==> config.mk <==
export PLATFORM = sky130hd
export DESIGN_NAME = aes_gcm_block_scheduler
export DESIGN_NICKNAME = d
export VERILOG_FILES = /design/src/rtl/aes_gcm_block_scheduler.sv
export SDC_FILE = /design/constraint.sdc
export NUM_CORES = 1
export LEC_CHECK = 0
export ABC_AREA = 1
export ABC_CLOCK_PERIOD_IN_PS = 2100
export CAP_MARGIN = 40
export CORE_AREA = 5 5 476 478
export CTS_CLUSTER_DIAMETER = 30
export DETAILED_ROUTE_END_ITERATION = 6
export DIE_AREA = 0 0 481 483
export PLACE_DENSITY = 0.33
export SYNTH_ARGS = -nofsm -noshare
export SYNTH_HDL_FRONTEND = slang
export SYNTH_SLANG_ARGS = --single-unit
==> constraint.sdc <==
create_clock -name clk -period 2.1 [get_ports clk]
set_clock_uncertainty 0.05 [all_clocks]
set_input_delay 0.21 -clock clk [delete_from_list [all_inputs] [get_ports clk]]
set_output_delay 0.21 -clock clk [all_outputs]
set_load 0.005 [all_outputs]
==> src/rtl/aes_gcm_block_scheduler.sv <==
// rtl/aes_gcm_block_scheduler.sv - AES-GCM front-end sequencer: descriptor in, AAD/PT block slots with counter blocks out.
// Optional statistics counters are enabled by defining AES_GCM_SCHED_STATS_EN.
module aes_gcm_block_scheduler #(
    parameter int CNT_W      = 32,
    parameter int GAP_CYCLES = 1
) (
    input  logic             clk,
    input  logic             rst,
    input  logic             i_desc_valid,
    output logic             o_desc_ready,
    input  logic [127:0]     i_j0,
    input  logic [127:0]     i_h,
    input  logic [CNT_W-1:0] i_aad_blocks,
    input  logic [CNT_W-1:0] i_pt_blocks,
    input  logic             i_blk_valid,
    output logic             o_blk_ready,
    input  logic [127:0]     i_blk_data,
    output logic             o_valid,
    output logic [127:0]     o_plain_text,
    output logic [127:0]     o_aad,
    output logic [127:0]     o_h,
    output logic [127:0]     o_j0,
    output logic [127:0]     o_cb,
    output logic [127:0]     o_instance_size,
    output logic             o_new_instance,
    output logic             o_pt_instance,
    output logic             o_last
`ifdef AES_GCM_SCHED_STATS_EN
    ,
    output logic [31:0]      o_stat_instances,
    output logic [31:0]      o_stat_blocks
`endif
);

    typedef enum logic [2:0] {IDLE, AAD, PT, EMPTY, GAP} state_t;

    // The descriptor-accept cycle already yields one idle output slot, so the
    // GAP state only has to supply the remaining GAP_CYCLES-1 idle cycles.
    localparam int GAP_W = (GAP_CYCLES > 2) ? $clog2(GAP_CYCLES - 1) : 1;

    state_t           state;
    logic [CNT_W-1:0] aad_left;
    logic [CNT_W-1:0] pt_left;
    logic [31:0]      ctr;
    logic             first;
    logic [GAP_W-1:0] gap_cnt;

    logic        desc_accept;
    logic        blk_accept;
    logic [31:0] ctr_next;

    assign desc_accept = (state == IDLE) && o_desc_ready && i_desc_valid;
    assign blk_accept  = o_blk_ready && i_blk_valid;
    assign ctr_next    = ctr + 32'd1;

    always_ff @(posedge clk) begin
        if (rst) begin
            state           <= IDLE;
            aad_left        <= '0;
            pt_left         <= '0;
            ctr             <= '0;
            first           <= 1'b0;
            gap_cnt         <= '0;
            o_desc_ready    <= 1'b0;
            o_blk_ready     <= 1'b0;
            o_valid         <= 1'b0;
            o_plain_text    <= '0;
            o_aad           <= '0;
            o_h             <= '0;
            o_j0            <= '0;
            o_cb            <= '0;
            o_instance_size <= '0;
            o_new_instance  <= 1'b0;
            o_pt_instance   <= 1'b0;
            o_last          <= 1'b0;
        end else begin
            o_valid        <= 1'b0;
            o_plain_text   <= '0;
            o_aad          <= '0;
            o_cb           <= '0;
            o_new_instance <= 1'b0;
            o_pt_instance  <= 1'b0;
            o_last         <= 1'b0;

            case (state)
                IDLE: begin
                    o_desc_ready <= 1'b1;
                    o_blk_ready  <= 1'b0;
                    if (desc_accept) begin
                        o_desc_ready    <= 1'b0;
                        o_j0            <= i_j0;
                        o_h             <= i_h;
                        o_instance_size <= {64'(i_aad_blocks) << 7, 64'(i_pt_blocks) << 7};
                        aad_left        <= i_aad_blocks;
                        pt_left         <= i_pt_blocks;
                        ctr             <= i_j0[31:0];
                        first           <= 1'b1;
                        if (i_aad_blocks != '0) begin
                            state       <= AAD;
                            o_blk_ready <= 1'b1;
                        end else if (i_pt_blocks != '0) begin
                            state       <= PT;
                            o_blk_ready <= 1'b1;
                        end else begin
                            state <= EMPTY;
                        end
                    end
                end

                AAD: begin
                    if (blk_accept) begin
                        o_valid        <= 1'b1;
                        o_aad          <= i_blk_data;
                        o_new_instance <= first;
                        first          <= 1'b0;
                        aad_left       <= aad_left - CNT_W'(1);
                        if (aad_left == CNT_W'(1)) begin
                            if (pt_left != '0) begin
                                state <= PT;
                            end else begin
                                o_last      <= 1'b1;
                                o_blk_ready <= 1'b0;
                                if (GAP_CYCLES > 1) begin
                                    state   <= GAP;
                                    gap_cnt <= '0;
                                end else begin
                                    state        <= IDLE;
                                    o_desc_ready <= 1'b1;
                                end
                            end
                        end
                    end
                end

                PT: begin
                    if (blk_accept) begin
                        o_valid        <= 1'b1;
                        o_plain_text   <= i_blk_data;
                        o_pt_instance  <= 1'b1;
                        // Only the low 32-bit field counts; it wraps without carrying upward.
                        o_cb           <= {o_j0[127:32], ctr_next};
                        ctr            <= ctr_next;
                        o_new_instance <= first;
                        first          <= 1'b0;
                        pt_left        <= pt_left - CNT_W'(1);
                        if (pt_left == CNT_W'(1)) begin
                            o_last      <= 1'b1;
                            o_blk_ready <= 1'b0;
                            if (GAP_CYCLES > 1) begin
                                state   <= GAP;
                                gap_cnt <= '0;
                            end else begin
                                state        <= IDLE;
                                o_desc_ready <= 1'b1;
                            end
                        end
                    end
                end

                EMPTY: begin
                    o_valid        <= 1'b1;
                    o_new_instance <= 1'b1;
                    o_last         <= 1'b1;
                    first          <= 1'b0;
                    if (GAP_CYCLES > 1) begin
                        state   <= GAP;
                        gap_cnt <= '0;
                    end else begin
                        state        <= IDLE;
                        o_desc_ready <= 1'b1;
                    end
                end

                GAP: begin
                    if (gap_cnt == GAP_W'(GAP_CYCLES - 2)) begin
                        state        <= IDLE;
                        o_desc_ready <= 1'b1;
                    end else begin
                        gap_cnt <= gap_cnt + GAP_W'(1);
                    end
                end

                default: begin
                    state        <= IDLE;
                    o_desc_ready <= 1'b0;
                    o_blk_ready  <= 1'b0;
                end
            endcase
        end
    end

`ifdef AES_GCM_SCHED_STATS_EN
    // Block statistics lag the slot by one cycle since they count registered o_valid.
    always_ff @(posedge clk) begin
        if (rst) begin
            o_stat_instances <= '0;
            o_stat_blocks    <= '0;
        end else begin
            if (desc_accept) begin
                o_stat_instances <= o_stat_instances + 32'd1;
            end
            if (o_valid) begin
                o_stat_blocks <= o_stat_blocks + 32'd1;
            end
        end
    end
`endif

endmodule

## Yosys cells after proc, flatten, opt, wreduce, memory -nomap -nowiden

Cells that the tools add are included.

- Add/subtract/negate cells: 4
- Reduce and logical (&&, ||, !) cells: 22
- Eq/ne operators: 14
- Muxes and demuxes: 51
- Bitwise gates (word level): 4

Operators by type and width:

| operator | count |
|---|---|
| $mux 32 | 6 |
| $pmux 32 s2 | 3 |
| $mux 128 | 1 |
| $reduce_bool 32->1 | 3 |
| $eq 32x1->1 const B | 2 |
| $sub 32x1->32 const B | 2 |
| $add 32x1->32 const B | 1 |
| $mux 1 | 26 |
| $mux 3 | 6 |
| $reduce_and 6->1 | 3 |
| $ne 2x2->1 const B | 7 |
| $pmux 3 s4 | 1 |
| $reduce_and 3->1 | 3 |
| $reduce_or 2->1 | 4 |
| $eq 3x2->1 const B | 2 |
| $pmux 1 s3 | 2 |
| $pmux 1 s5 | 1 |
| $mux 2 | 2 |
| $not 1->1 | 4 |
| $pmux 1 s2 | 2 |
| $pmux 1 s4 | 1 |
| $reduce_bool 2->1 | 2 |
| $eq 3x1->1 const B | 1 |
| $eq 3x3->1 const B | 1 |
| 7 further kinds | 9 |

- Word-level logic and storage cells: 113
- Bits of input ports: 452
- Register bits after elaboration: 811
- Output and inout port bits: 774

## Logic depth before layout (Yosys ltp)

- Depth after elaboration: 5
- Depth in mapped cells: 12
- Gate-level depth less buffers: 12

## Least setup slack after synthesis

OpenSTA, ideal clock, no wires.

- Path type: flip-flop to flip-flop
- Start point: reg state[0]
- End point: reg ctr[4]
- Buffers on the path: 1
- Stages on the path, launching flop included: 12
- Period minus slack after synthesis: 1.755 ns
- Arrival time: 1.589 ns
- Required time: 1.934 ns
- Library setup time: 0.116 ns
- Slack: 0.345 ns
- Cell sequence: dfxtp_1 -> inv_1 -> ha_1 -> nand2_1 -> nand2_1 -> a21oi_2 -> inv_2 -> buf_6 -> a21oi_1 -> o21ai_0 -> o211ai_1 -> inv_1

- Word-level cells in the longest chain between the ends: 5
- Elaborated cells on any way between the ends: 9
- Those cells by class: 3 x eq/ne; 1 x mux; 5 x reduce/logical

Ends and longest elaborated chain:

| what | line | text |
|---|---|---|
| from (decl) | 41 | `state_t state;` |
| from (signal assigned) | 58 | `state <= IDLE;` |
| from (signal assigned) | 99 | `state <= AAD;` |
| from (signal assigned) | 102 | `state <= PT;` |
| $logic_not 3->1 | 52, 85 |  |
| $logic_and 1x1->1 (2 in a row) | 52 | `assign desc_accept = (state == IDLE) && o_desc_ready && i_desc_valid;` |
| $ne 2x2->1 (no source line) | - |  |
| $reduce_and 3->1 (no source line) | - |  |
| to (signal assigned) | 96 | `ctr <= i_j0[31:0];` |
| to (signal assigned) | 142 | `ctr <= ctr_next;` |
| to (decl) | 44 | `logic [31:0] ctr;` |

Parallel ways exist; a longest one is shown, timed or not.
A chain may end at the register's enable or synchronous reset.

## Worst setup path after layout

- Start point: reg o_j0[81]
- End point: out o_j0[81]

RTL lines:

| what | line | text |
|---|---|---|
| from (decl) | 22 | `output logic [127:0] o_j0,` |
| from (signal assigned) | 91 | `o_j0 <= i_j0;` |

No word-level cell between the ends.

==> metrics.txt <==
Top delay family on crit path=buffers and inverters; Placed Area=0.0456 mm2; xor-xnor portion of the synthesized cell area=1.12%; nets@finish=5991; share of layout cells above drive strength 1=13.3%; hpwl dp=138000 um; Synth Area in Compound Gates=13.4%; critical path arrival=1.74 ns; commonest non-fill, non-tap cells in the layout=clkdlybuf4s50_1 (895), dfxtp_1 (793), nor2_1 (758), o21ai_0 (424), dlygate4sd3_1 (402); Syn Area/Cell=approximately 7.9 um2; Register Area=0.0162 mm2; setup TNS=0 ns; Core ar.=approximately 0.22 mm2; initial DRC count=1303; worst hold path type=in2reg; largest net degree at the start of global routing=roughly 110; average vias per placed instance=3.58; area grow syn2layout=102%; Final setup viols=0; Slowest Stage Delay on Critical Path=approximately 0.54 ns; Root Driver=clkbuf_16; die width=481 um; DRC errors left=0; largest family of logic cells by synthesized area=simple AND/OR/NAND/NOR gates; Ports=1226; Worst Path Required=between 1.5 and 2 ns; I/O Buffers=1161; slowest stage cell, crit path=clkdlybuf4s50_1; Final Hold Vio Count=0; Slew @ Worst Pin=about 0.53 ns; Final ANT Viol Nets=0; max cap viols=0; fillcell total=between 20000 and 25000; Final Cell Area=0.0587 mm2; Yosys Warn Count=0; vias in the first global route=~33000; Startpoint Class=flip-flop; Cell Rows=about 170; Post-Synthesis Cells=3652; Synth Area in Adders=less than 1%; Bufs on Longest Clock Path=4; Clock Latency Late Sink=0.84 ns; grt ovf=0; routed via count=31300; DR pass1 iterations=5; Post-Route WL=177000 um; Syn Std Cell Area=roughly 0.029 mm2; critical path peak fanout=2; Initial Util=13.1%; Synth Area in Simple Gates=19.3%; H-tree Lvls=5; unrepaired setup endpoints after global routing=true; Leak=25.0 nW; Util after Layout=26.5%; wire per inst=20.3 um; Final GP Congestion=0.793; DIE HEIGHT=roughly 480 um; Final Power=78.7 mW; CTS tree=done; minimum clock period=2.00 ns; Crit. End Element=primary output; Slew Viols, Final=0; Buf+Inv Stages, Crit Path=1; peak supply drop=707 uV; post-synthesis mux area share=0%; crit path cell chain=clkdlybuf4s50_1; area of the multi-input gates=approximately 0.010 mm2; CTS buffer count=290; GR Util All Layers=between 10 and 15%; critical path type=reg2out; CTS Sinks=809; Hold Slack=0.0779 ns; full die area=0.232 mm2; Synth Register Bits=between 800 and 900; Synth cell types=40; final period utilization=~95%; register area share after synthesis=55.8%; number of antenna violations at the first check in global routing=29; Cell Pwr Density=1340 mW/mm2; status=complete, no violations; clock slew at reported path FFs=~0.040 ns; global-route wire length before repair=246000 um; Worst slew margin=64.8%; most common cell after layout, fill and taps aside=clkdlybuf4s50_1; Fmax=499 MHz
-- metrics by stage --
stage / setup WS (ns) / std cells
after floorplan: 0.345 / 3715
after global placement: -0.282 / 7809
after detailed placement: -0.302 / 7809
after CTS: -0.00128 / 8705
after global routing: -0.0501 / 8717
final: 0.0959 / 8727
-- power breakdown --
| part | internal (mW) | switching (mW) |
|---|---|---|
| Clock | 28.1 | 11.4 |
| Sequential | 17.7 | 1.70 |
| Combinational | 8.40 | 11.5 |
| Total | 54.2 | 24.5 |
-- synthesized netlist by cell type --
master | number | area, um2
nor2_4 | 9 | 101
nand2_1 | 310 | 1160
and3_1 | 1 | 6.26
xor2_1 | 25 | 219
o31ai_1 | 1 | 7.51
nand3b_1 | 6 | 45.0
nor2_1 | 761 | 2860
o32ai_1 | 1 | 8.76
nand3_1 | 52 | 260
a21oi_1 | 302 | 1510
nor3_2 | 3 | 30.0
and2_1 | 3 | 18.8
nand4_1 | 23 | 144
o21a_1 | 1 | 7.51
dfxtp_1 | 809 | 16200
buf_4 | 71 | 533
buf_6 | 2 | 22.5
conb_1 | 1 | 3.75
o211ai_1 | 7 | 52.6
or2_2 | 3 | 18.8
inv_2 | 6 | 22.5
nor3_1 | 152 | 761
a31oi_1 | 6 | 37.5
clkinv_1 | 1 | 3.75
o21ai_0 | 425 | 2130
inv_1 | 391 | 1470
xnor2_1 | 12 | 105
a221oi_1 | 1 | 8.76
a211oi_1 | 7 | 52.6
nor4_1 | 1 | 6.26
ha_1 | 10 | 125
buf_2 | 41 | 205
o21ai_1 | 5 | 25.0
buf_1 | 9 | 33.8
o22ai_1 | 4 | 25.0
clkbuf_1 | 157 | 589
o211ai_2 | 1 | 12.5
nor2_2 | 19 | 119
nand2_2 | 11 | 68.8
a21oi_2 | 2 | 17.5
-- logic make-up (layout without fill, tap and decap cells) --
logic type / count (synthesis) / in the layout
xor gates and xnor gates: 37 / 37
other: 1 / 85
DFF: 809 / 809
adders and majority gates: 10 / 10
buffers and inverters: 678 / 2694
AOI/OAI and AO/OA: 763 / 763
and+or+nand+nor: 1354 / 1354
-- layout make-up --
cell class                 count  share of cell area, %
tap                         2975                   6.35
clock buffer                 422                   14.5
clock inverter                72                   1.06
sequential                   809                   27.7
antenna                       21                 0.0896
inverter                     398                   2.59
multi-input combinational   2228                   17.5
timing repair buffer        1802                   30.3
-- what timing repair did --
action,in CTS,in global routing
endpoints found under the hold margin,638,2
setup endpoints to repair,421,157
hold buffers,401,1
pin swaps,0,1
gates cloned,0,0
setup buffers,1,1
gates resized for setup,276,32
-- registers in the layout (all words and copies together) (netlist names) --
register	cells
o_aad	128
o_cb	128
o_h	128
o_j0	128
o_plain_text	128
o_instance_size	64
aad_left	32
ctr	32
pt_left	32
state	2
first	1
o_blk_ready	1
o_desc_ready	1
o_last	1
o_new_instance	1
o_pt_instance	1
o_valid	1
-- layer usage --
metal / GRT usage, % / part of all wire (%) / vias up
met3: 4.88 / 7.6 / 271
met1: 16.7 / 41 / 14500
met5: 0 / 0.038 / -
li1: - / - / 15400
met2: 25.5 / 49 / 1151
met4: 4.10 / 2.3 / 10
-- worst paths after layout --
| kind | start | to | slack [ns] | depth (start not counted) |
|---|---|---|---|---|
| worst max-delay path | o_j0[81]$_SDFFE_PP0P_ | o_j0[81] | 0.1 | 1 |
| worst max register to register | state[1]$_SDFFE_PP0P_ | o_aad[106]$_SDFF_PP0_ | 0.1 | 7 |
| worst min-delay path | i_h[119] | o_h[119]$_SDFFE_PP0P_ | 0.08 | 3 |
| worst min register to register | o_j0[36]$_SDFFE_PP0P_ | o_cb[36]$_SDFF_PP0_ | 0.39 | 2 |
No activity file was read; power rests on OpenSTA's default activity.
